File: src/rtl/mem_arb_pkg.sv
// ---------------------------------------------------------------------------
// mem_arb_pkg
// Shared types and constants for the memory arbiter slice.
//   arb_state_t  : arbiter FSM states (IDLE, ISSUE, RESP)
//   DEF_*        : default geometry used as parameter defaults by mem_arbiter
//   REQ_*        : requester index assignment (index 0 has top fixed priority)
// Optional feature macro used by this slice: MEM_ARB_RR_EN (round-robin).
// ---------------------------------------------------------------------------
package mem_arb_pkg;

    typedef enum logic [1:0] {
        IDLE  = 2'd0,
        ISSUE = 2'd1,
        RESP  = 2'd2
    } arb_state_t;

    localparam int DEF_N_REQ  = 3;
    localparam int DEF_ADDR_W = 8;
    localparam int DEF_DATA_W = 8;

    localparam int REQ_LOADER = 0;
    localparam int REQ_DATA   = 1;
    localparam int REQ_FETCH  = 2;

    // Width of a requester index; never zero so single-requester builds still elaborate.
    function automatic int idx_width(input int n);
        return (n > 1) ? $clog2(n) : 1;
    endfunction

endpackage

File: src/rtl/mem_arb_pick.sv
// ---------------------------------------------------------------------------
// mem_arb_pick
// Combinational picker: searches the request vector starting at 'base' and
// wrapping from N_REQ-1 back to 0; the first requester found wins.
// Ports:
//   req     in   N_REQ   request vector
//   base    in   IDX_W   index where the search starts (0 = fixed priority)
//   onehot  out  N_REQ   one-hot winner, all zero when nothing requests
//   idx     out  IDX_W   binary winner index, 0 when nothing requests
//   valid   out  1       a winner exists
// ---------------------------------------------------------------------------
module mem_arb_pick
    import mem_arb_pkg::*;
#(
    parameter int N_REQ = DEF_N_REQ,
    parameter int IDX_W = idx_width(DEF_N_REQ)
) (
    input  logic [N_REQ-1:0] req,
    input  logic [IDX_W-1:0] base,
    output logic [N_REQ-1:0] onehot,
    output logic [IDX_W-1:0] idx,
    output logic             valid
);

    always_comb begin : search
        int cand;
        // NOTE: every output gets a default before the loop so no path leaves a
        // value unassigned; otherwise synthesis infers latches.
        onehot = '0;
        idx    = '0;
        valid  = 1'b0;
        cand   = 0;
        for (int k = 0; k < N_REQ; k++) begin
            cand = (int'(base) + k) % N_REQ;
            if (!valid && req[cand]) begin
                valid        = 1'b1;
                idx          = IDX_W'(cand);
                onehot[cand] = 1'b1;
            end
        end
    end

endmodule

File: src/rtl/mem_arbiter.sv
// ---------------------------------------------------------------------------
// mem_arbiter
// Shares one synchronous single-port RAM (1-cycle registered read) between
// N_REQ requesters. One access per grant; a request sampled at edge T gives
// gnt and the RAM access in cycle T+1, and done (plus read data) in T+2.
// Arbitration: fixed priority (index 0 wins) by default; round-robin starting
// after the last winner when MEM_ARB_RR_EN is defined.
// Ports:
//   clock      in   1             rising-edge clock
//   reset      in   1             synchronous, active-high
//   req        in   N_REQ         request per requester, held until gnt
//   we         in   N_REQ         1 = write, 0 = read
//   addr       in   N_REQ*ADDR_W  packed request addresses
//   wdata      in   N_REQ*DATA_W  packed write data
//   gnt        out  N_REQ         one-hot pulse: request accepted (ISSUE)
//   done       out  N_REQ         one-hot pulse: access complete (RESP)
//   rdata      out  DATA_W        read data, valid with done of a read
//   mem_en     out  1             RAM enable
//   mem_we     out  1             RAM write enable
//   mem_addr   out  ADDR_W        RAM address
//   mem_wdata  out  DATA_W        RAM write data
//   mem_rdata  in   DATA_W        RAM read data, valid 1 cycle after mem_en
// ---------------------------------------------------------------------------
module mem_arbiter
    import mem_arb_pkg::*;
#(
    parameter int N_REQ  = DEF_N_REQ,
    parameter int ADDR_W = DEF_ADDR_W,
    parameter int DATA_W = DEF_DATA_W
) (
    input  logic                     clock,
    input  logic                     reset,
    input  logic [N_REQ-1:0]         req,
    input  logic [N_REQ-1:0]         we,
    input  logic [N_REQ*ADDR_W-1:0]  addr,
    input  logic [N_REQ*DATA_W-1:0]  wdata,
    output logic [N_REQ-1:0]         gnt,
    output logic [N_REQ-1:0]         done,
    output logic [DATA_W-1:0]        rdata,
    output logic                     mem_en,
    output logic                     mem_we,
    output logic [ADDR_W-1:0]        mem_addr,
    output logic [DATA_W-1:0]        mem_wdata,
    input  logic [DATA_W-1:0]        mem_rdata
);

    localparam int IDX_W = idx_width(N_REQ);

    arb_state_t        state, state_nx;
    logic              load;

    logic [N_REQ-1:0]  pick_oh;
    logic [IDX_W-1:0]  pick_idx;
    logic              pick_valid;
    logic [IDX_W-1:0]  base;

    logic              sel_we;
    logic [ADDR_W-1:0] sel_addr;
    logic [DATA_W-1:0] sel_wdata;

    // Request latched at grant; drives the RAM in ISSUE and gnt/done.
    logic [N_REQ-1:0]  win_oh_q;
    logic              we_q;
    logic [ADDR_W-1:0] addr_q;
    logic [DATA_W-1:0] wdata_q;
    logic [DATA_W-1:0] rdata_q;

    // -----------------------------------------------------------------------
    // Search base: rotating pointer in round-robin mode, constant 0 otherwise.
    // -----------------------------------------------------------------------
`ifdef MEM_ARB_RR_EN
    logic [IDX_W-1:0] last_q;

    always_ff @(posedge clock) begin
        if (reset) begin
            last_q <= '0;
        end else if (load) begin
            last_q <= pick_idx;
        end
    end

    // Start one past the last winner, wrapping N_REQ-1 -> 0.
    always_comb begin
        base = (int'(last_q) >= N_REQ - 1) ? '0 : last_q + IDX_W'(1);
    end
`else
    always_comb begin
        base = '0;
    end
`endif

    mem_arb_pick #(
        .N_REQ (N_REQ),
        .IDX_W (IDX_W)
    ) u_pick (
        .req    (req),
        .base   (base),
        .onehot (pick_oh),
        .idx    (pick_idx),
        .valid  (pick_valid)
    );

    // Select the winning requester's command fields.
    always_comb begin
        sel_we    = 1'b0;
        sel_addr  = '0;
        sel_wdata = '0;
        for (int i = 0; i < N_REQ; i++) begin
            if (pick_idx == IDX_W'(i)) begin
                sel_we    = we[i];
                sel_addr  = addr[i*ADDR_W +: ADDR_W];
                sel_wdata = wdata[i*DATA_W +: DATA_W];
            end
        end
    end

    // -----------------------------------------------------------------------
    // FSM next state and outputs. Arbitration only takes effect from IDLE or
    // RESP, so req activity during ISSUE is ignored.
    // -----------------------------------------------------------------------
    always_comb begin
        state_nx  = state;
        load      = 1'b0;
        gnt       = '0;
        done      = '0;
        mem_en    = 1'b0;
        mem_we    = 1'b0;
        mem_addr  = '0;
        mem_wdata = '0;
        unique case (state)
            IDLE: begin
                if (pick_valid) begin
                    state_nx = ISSUE;
                    load     = 1'b1;
                end
            end
            ISSUE: begin
                state_nx  = RESP;
                gnt       = win_oh_q;
                mem_en    = 1'b1;
                mem_we    = we_q;
                mem_addr  = addr_q;
                mem_wdata = wdata_q;
            end
            RESP: begin
                done = win_oh_q;
                if (pick_valid) begin
                    state_nx = ISSUE;
                    load     = 1'b1;
                end else begin
                    state_nx = IDLE;
                end
            end
            default: state_nx = IDLE;
        endcase
    end

    // The RAM data is presented straight through during the read's RESP cycle
    // so it lines up with done, and is captured at the end of that cycle so
    // it holds afterwards (including across writes).
    always_comb begin
        rdata = (state == RESP && !we_q) ? mem_rdata : rdata_q;
    end

    // -----------------------------------------------------------------------
    // State and latched request.
    // -----------------------------------------------------------------------
    always_ff @(posedge clock) begin
        if (reset) begin
            // NOTE: non-blocking assignments keep every register sampling the
            // pre-edge values, whatever order the statements are written in.
            state    <= IDLE;
            win_oh_q <= '0;
            we_q     <= 1'b0;
            addr_q   <= '0;
            wdata_q  <= '0;
            rdata_q  <= '0;
        end else begin
            state <= state_nx;
            if (load) begin
                win_oh_q <= pick_oh;
                we_q     <= sel_we;
                addr_q   <= sel_addr;
                wdata_q  <= sel_wdata;
            end
            if (state == RESP && !we_q) begin
                rdata_q <= mem_rdata;
            end
        end
    end

endmodule

File: config.mk
export PLATFORM = sky130hd
export DESIGN_NAME = mem_arbiter
export DESIGN_NICKNAME = d
export VERILOG_FILES = /design/src/rtl/mem_arb_pkg.sv /design/src/rtl/mem_arb_pick.sv /design/src/rtl/mem_arbiter.sv
export SDC_FILE = /design/constraint.sdc
export NUM_CORES = 1
export LEC_CHECK = 0
export CAP_MARGIN = 25
export CORE_MARGIN = 4
export CORE_UTILIZATION = 30
export CTS_CLUSTER_SIZE = 25
export DETAILED_ROUTE_END_ITERATION = 6
export GPL_TIMING_DRIVEN = 0
export MAX_ROUTING_LAYER = met4
export PLACE_DENSITY = 0.67
export SLEW_MARGIN = 0
export SYNTH_ARGS = -nofsm -noshare
export SYNTH_HDL_FRONTEND = slang
export SYNTH_SLANG_ARGS = --single-unit
File: constraint.sdc
create_clock -name clock -period 3.4 [get_ports clock]
set_clock_uncertainty 0.05 [all_clocks]
set_input_delay 0.68 -clock clock [delete_from_list [all_inputs] [get_ports clock]]
set_output_delay 0.68 -clock clock [all_outputs]
set_load 0.03 [all_outputs]
==> flow_metrics.py <==
metrics = {
    "layout": {
        "finalNetCount": 379,
        "fin_util_pct": 51.5,
        "areaGrowthSynthToFinish_pct": 64.2,
        "drive_above_1_share_pct": 8.54,
        "antenna_cells_inserted": 0,
    },
    "grt": {
        "maximum_number_of_pins_on_one_net_before_global_route_repair": 11,
        "grt_use_total_pct": 17.2,
        "antenna_violations_before_repair": 0,
        "first_global_vias": 1886,
        "first_pass_grt_wire_length_um": 9520,
        "grt_overflow_total": 0,
    },
    "sta": {
        "setup_repair_after_global_routing_missed_its_margin": "no",
        "worst-slew-pin-transition_ns": 0.588,
        "setup-tns-final_ns": 0,
        "hold_violations": 0,
        "setup-violations-final": 0,
        "slew_headroom_pct": 60.7,
        "layout_setup_ws_ns": 0.439,
        "timing.final.max_slew_violations": 0,
        "achievable_frequency_mhz": 338,
        "min_period_over_period_pct": 87.1,
        "final.min_clock_period_ns": 2.96,
    },
    "setup_path": {
        "cp_cell_instances": "buf_6, inv_1, nor2_1, clkbuf_1, and2_1, clkdlybuf4s50_1",
        "worstSetupStartpointType": "register",
        "cp.arrival_ns": 2.23,
        "path_max_fanout": 10,
        "critical_path.reg2reg.startpoint": "state[0]",
        "worstSetupEndpointType": "output port",
        "cpLargestDelayFamily": "buffers and inverters",
        "setup.reg_to_reg.worst_slack_ns": 1.82,
        "critical_path.max_stage_delay_ns": 0.68,
        "worstRegToRegCells": 4,
        "crit_path_from": "state[0]",
        "crit_type": "reg -> out",
        "cp_data_required_time_ns": 2.67,
        "timing.critical_path.buf_inv": 4,
        "worst_r2r_endpoint": "wdata_q[3]",
        "critPathSlowestCell": "sky130_fd_sc_hd__clkdlybuf4s50_1",
    },
    "cts": {
        "tritoncts": "done",
        "insertion_delay_to_the_later_sink_of_the_worst_skew_pair_ns": 0.28,
        "clock_tree.htree_level_count": 2,
        "clock-root-buffer": "sky130_fd_sc_hd__clkbuf_8",
        "cts.sinks": 30,
        "cts_buffer_depth": 2,
        "cts_resized": 0,
        "setup_fix_bufs_post_cts": 0,
        "cts_bufs_inserted": 5,
        "hold_buffers": 0,
        "cts.reportedPaths.clkPinSlew_ns": 0.07,
    },
    "min_path": {
        "worst_hold_path.num_cells": 1,
        "hold_path.class": "reg -> reg",
        "timing.hold.worst.start": "state[1]",
        "min_delay_worst_endpoint": "state[1]",
    },
    "route": {
        "route.detailed.wl_per_inst_um": 15.1,
        "highest_layer": "met4",
        "routedLengthMet1_um": 2740,
        "final_antenna_net_count": 0,
        "post-route-drc-count": 0,
        "detail_route.wirelength_um": 5850,
        "drtPass1Iterations": 4,
        "detail_route.iter0.violations": 98,
        "routed_met3_length_um": 343,
        "wl_met2_um": 2680,
        "routed-via-count": 1905,
        "viasPerCell": 4.91,
    },
    "yosys": {
        "synth.avg_cell_area_um2": 8.17,
        "syn_area_mm2": 0.00175,
        "syn_nets": 278,
        "synth.distinct_cells": 23,
        "postSynthCellCount": 214,
        "ys_seq_elements": 30,
        "async_flop_share_pct": 0,
        "synth_top_flop_cell": "sky130_fd_sc_hd__dfxtp_1",
        "synth-seq-area-share_pct": 34.3,
        "synth-warning-count": 0,
        "synth_edf_count": 0,
    },
    "power_and_ir_drop": {
        "p_leak_uw": 0.00113,
        "power_per_cell_area_mw_per_mm2": 340,
        "vdd.ir_drop.worst_uv": 154,
    },
    "die": {
        "initial_core_util_pct": 31.4,
        "fp.coreArea_mm2": 0.00557,
        "floorplan.rows": 27,
        "die-width_um": 84.4,
        "io_pins": 96,
        "die_height_um": 84.4,
        "floorplan.die_area_mm2": 0.00712,
    },
    "outcome": {
        "outcome": "complete, no violations",
    },
    "place": {
        "preCtsSetupSlack_ns": 0.708,
        "detailedPlacementHpwl_um": 4420,
        "buffer_ports.inserted": 94,
        "gpl.final_weighted_congestion": 0.811,
    },
    "job": {
        "drv.max_cap_violation_count": 0,
    },
}
kinds of logic after synthesis:
family	after synthesis	share of synthesized area (%)
AND/OR/NAND/NOR	97	31.6
AO/OA/AOI/OAI	58	23.2
flip-flops	30	34.3
buffers and inverters	21	5.72
multiplexers	8	5.15
placed cells by master (no fill, tap or decap), drive strengths merged, types with 3 or more instances in the layout:
cell	synthesis	final
a311oi	17	17
nand2b	3	3
and2b	8	8
a21oi	21	21
clkbuf	10	17
nor2	4	4
nor3	4	4
clkdlybuf4s50	0	94
a21o	18	18
and2	23	23
nand3b	17	17
dfxtp	30	30
buf	10	10
mux2	8	8
nand2	34	34
synthesized netlist by cell type, types with 3 or more instances:
master / instances / share of area, %
sky130_fd_sc_hd__a311oi_1: 17 / 8.5
sky130_fd_sc_hd__dfxtp_1: 30 / 34
sky130_fd_sc_hd__a21o_1: 18 / 7.7
sky130_fd_sc_hd__nor3_1: 4 / 1.1
sky130_fd_sc_hd__nand2b_1: 3 / 1.1
sky130_fd_sc_hd__and2b_1: 8 / 3.4
sky130_fd_sc_hd__nand3b_1: 17 / 7.3
sky130_fd_sc_hd__buf_2: 8 / 2.3
sky130_fd_sc_hd__a21oi_1: 21 / 6.0
sky130_fd_sc_hd__nor2_1: 4 / 0.86
sky130_fd_sc_hd__and2_1: 23 / 8.2
sky130_fd_sc_hd__nand2_1: 34 / 7.3
sky130_fd_sc_hd__clkbuf_1: 10 / 2.1
sky130_fd_sc_hd__mux2_2: 8 / 5.2
how the worst max path moves through the flow:
stage                   endpoint  slack [ns]  cells after the start
floorplan                 gnt[0]        1.25                      5
global placement        rdata[4]        0.72                      3
detailed placement      rdata[4]        0.71                      3
CTS                 mem_wdata[5]        0.42                      6
global route        mem_wdata[2]        0.23                      6
finish               mem_addr[7]        0.44                      6
final cells by class:
class                      count  area [um^2]
timing repair buffer          94          941
clock buffer                   7         86.3
inverter                       1         3.75
clock inverter                 1         5.00
fill                         563         2700
buffer                        20         96.3
multi-input combinational    163         1050
tap                           72         90.1
sequential                    30          601
where the power goes:
part	internal, uW	switching (uW)
sequential	379	12.6
clock	163	135
combinational	151	135
layer usage:
layer / up-vias / GRT usage, %
met5: - / -
met4: 0 / 4.46
met3: 7 / 5.40
met2: 71 / 26.3
met1: 874 / 22.2
li1: 953 / -
per-stage QoR:
stage	total power, uW	instances	hold WS (ns)	cell area (um^2)
6_report	976	388	0.420	2870
2_1_floorplan	546	214	0.387	1750
3_5_place_dp	687	380	0.414	2780
3_3_place_gp	684	380	0.410	2780
4_1_cts	992	388	0.422	2870
5_1_grt	1040	388	0.451	2870
registers in the layout (all words and copies together), names as in the netlist:
name      flops
we_q          1
addr_q        8
win_oh_q      3
wdata_q       8
state         2
rdata_q       8
Note: power is estimated with default switching activity, not from simulation.
==> RTL edit: new RTL, same flow settings <==
`DEF_ADDR_W`: 8 -> 10.
--- a/src/rtl/mem_arb_pkg.sv
+++ b/src/rtl/mem_arb_pkg.sv
@@ -15,7 +15,7 @@
     } arb_state_t;
 
     localparam int DEF_N_REQ  = 3;
-    localparam int DEF_ADDR_W = 8;
+    localparam int DEF_ADDR_W = 10;
     localparam int DEF_DATA_W = 8;
 
     localparam int REQ_LOADER = 0;
Ports: changed (resized addr and mem_addr); port bits go from 96 to 104. The function was not compared with the original's and may differ.
==> RTL edit against the unedited design <==
Sequential cell count is 2 higher; routed wire length is 8.4% higher; sequential power is 6.9% higher; power is 5.9% higher; global-route usage barely moved; setup slack got worse by 0.12 ns; maximum frequency shrank 3.8%; area after synthesis is 10% higher; cell area up 8.4%; clock power increased by 1%.
==> RTL edit: results (changes against the unedited design) <==
ranking of synthesized cells by area -> dfxtp_1 33%, a311oi_1 8.6%, and2_1 8.1%, a21o_1 7.8%, nand2_1 7.4% (was dfxtp_1 34%, a311oi_1 8.5%, and2_1 8.2%, a21o_1 7.7%, nand2_1 7.3%)
drt total wl -> 6.34 mm (was 5.85 mm)
Multi-input gate area -> 1150 µm² (was 1050 µm²)
comb pwr -> 312 µW (was 286 µW)
Leak -> 0.00122 µW (was 0.00113 µW)
Fillers -> 594 (was 563)
number of clock buffers in the layout -> 6 (was 7)
sequential cells -> 32 (was 30)
layout cell share with drive strength beyond 1 -> 0.0968 (was 0.0854)
mean post-synth cell area -> 8.26 µm² (was 8.17 µm²)
post-place setup slack -> 0.621 ns (was 0.708 ns)
syn nets -> 303 (was 278)
first-pass GRT wire length -> 10.1 mm (was 9.52 mm)
GRT Overall Usage -> 0.173 (was 0.172)
hpwl dp -> 4.79 mm (was 4.42 mm)
VDD IR max -> 0.170 mV (was 0.154 mV)
Critical Path AT -> 2.35 ns (was 2.23 ns)
Synth top cells by count -> 38 x nand2_1, 32 x dfxtp_1, 25 x and2_1 (was 34 x nand2_1, 30 x dfxtp_1, 23 x and2_1)
comb_multi_in -> 177 (was 163)
Clk pwr share -> 0.292 (was 0.306)
sequential cell area share -> 0.206 (was 0.209)
area grow syn2layout -> 61.7% (was 64.2%)
vias in the first global route -> 2,125 (was 1,886)
bufs w/o clock -> 123 (was 114)
Seq/Total Area, Yosys -> 0.333 (was 0.343)
vias per cell -> 4.93 (was 4.91)
number of core rows -> 28 (was 27)
largest registers -> addr_q (10), rdata_q (8), wdata_q (8) (was addr_q (8), rdata_q (8), wdata_q (8))
post-synthesis mux area share -> 0.0468 (was 0.0515)
post-synth cell types -> 26 (was 23)
Compound-Gate Fraction of Synth Area -> 0.239 (was 0.232)
number of DRC markers in iteration 0 -> 40 (was 98)
status -> finished, final reports clean (unchanged)
[RTL edit: path summary, 6_finish.rpt]
path	startpoint	endpoint	slack [ns]	cells past startpoint
max	state[0]	mem_addr[0]	0.32	6
min	state[1]	state[1]	0.43	1
max reg2reg	state[0]	wdata_q[4]	1.76	4
min reg2reg	state[1]	state[1]	0.43	1
[RTL edit: critical path: stages (launching register included)]
cell and delay, ns:
dfxtp_1 0.32, buf_6 0.13, inv_1 0.09, nor2_1 0.27, clkbuf_1 0.37, and2_1 0.21
clkdlybuf4s50_1 0.67
[RTL edit: metal layers]
| layer | vias to the layer above | global-route usage | part of all wire |
|---|---|---|---|
| li1 | 1030 | - | - |
| met5 | - | - | 0 |
| met2 | 76 | 0.285 | 0.49 |
| met3 | 2 | 0.0405 | 0.076 |
| met4 | 0 | 0.0467 | 0.0038 |
| met1 | 943 | 0.211 | 0.43 |
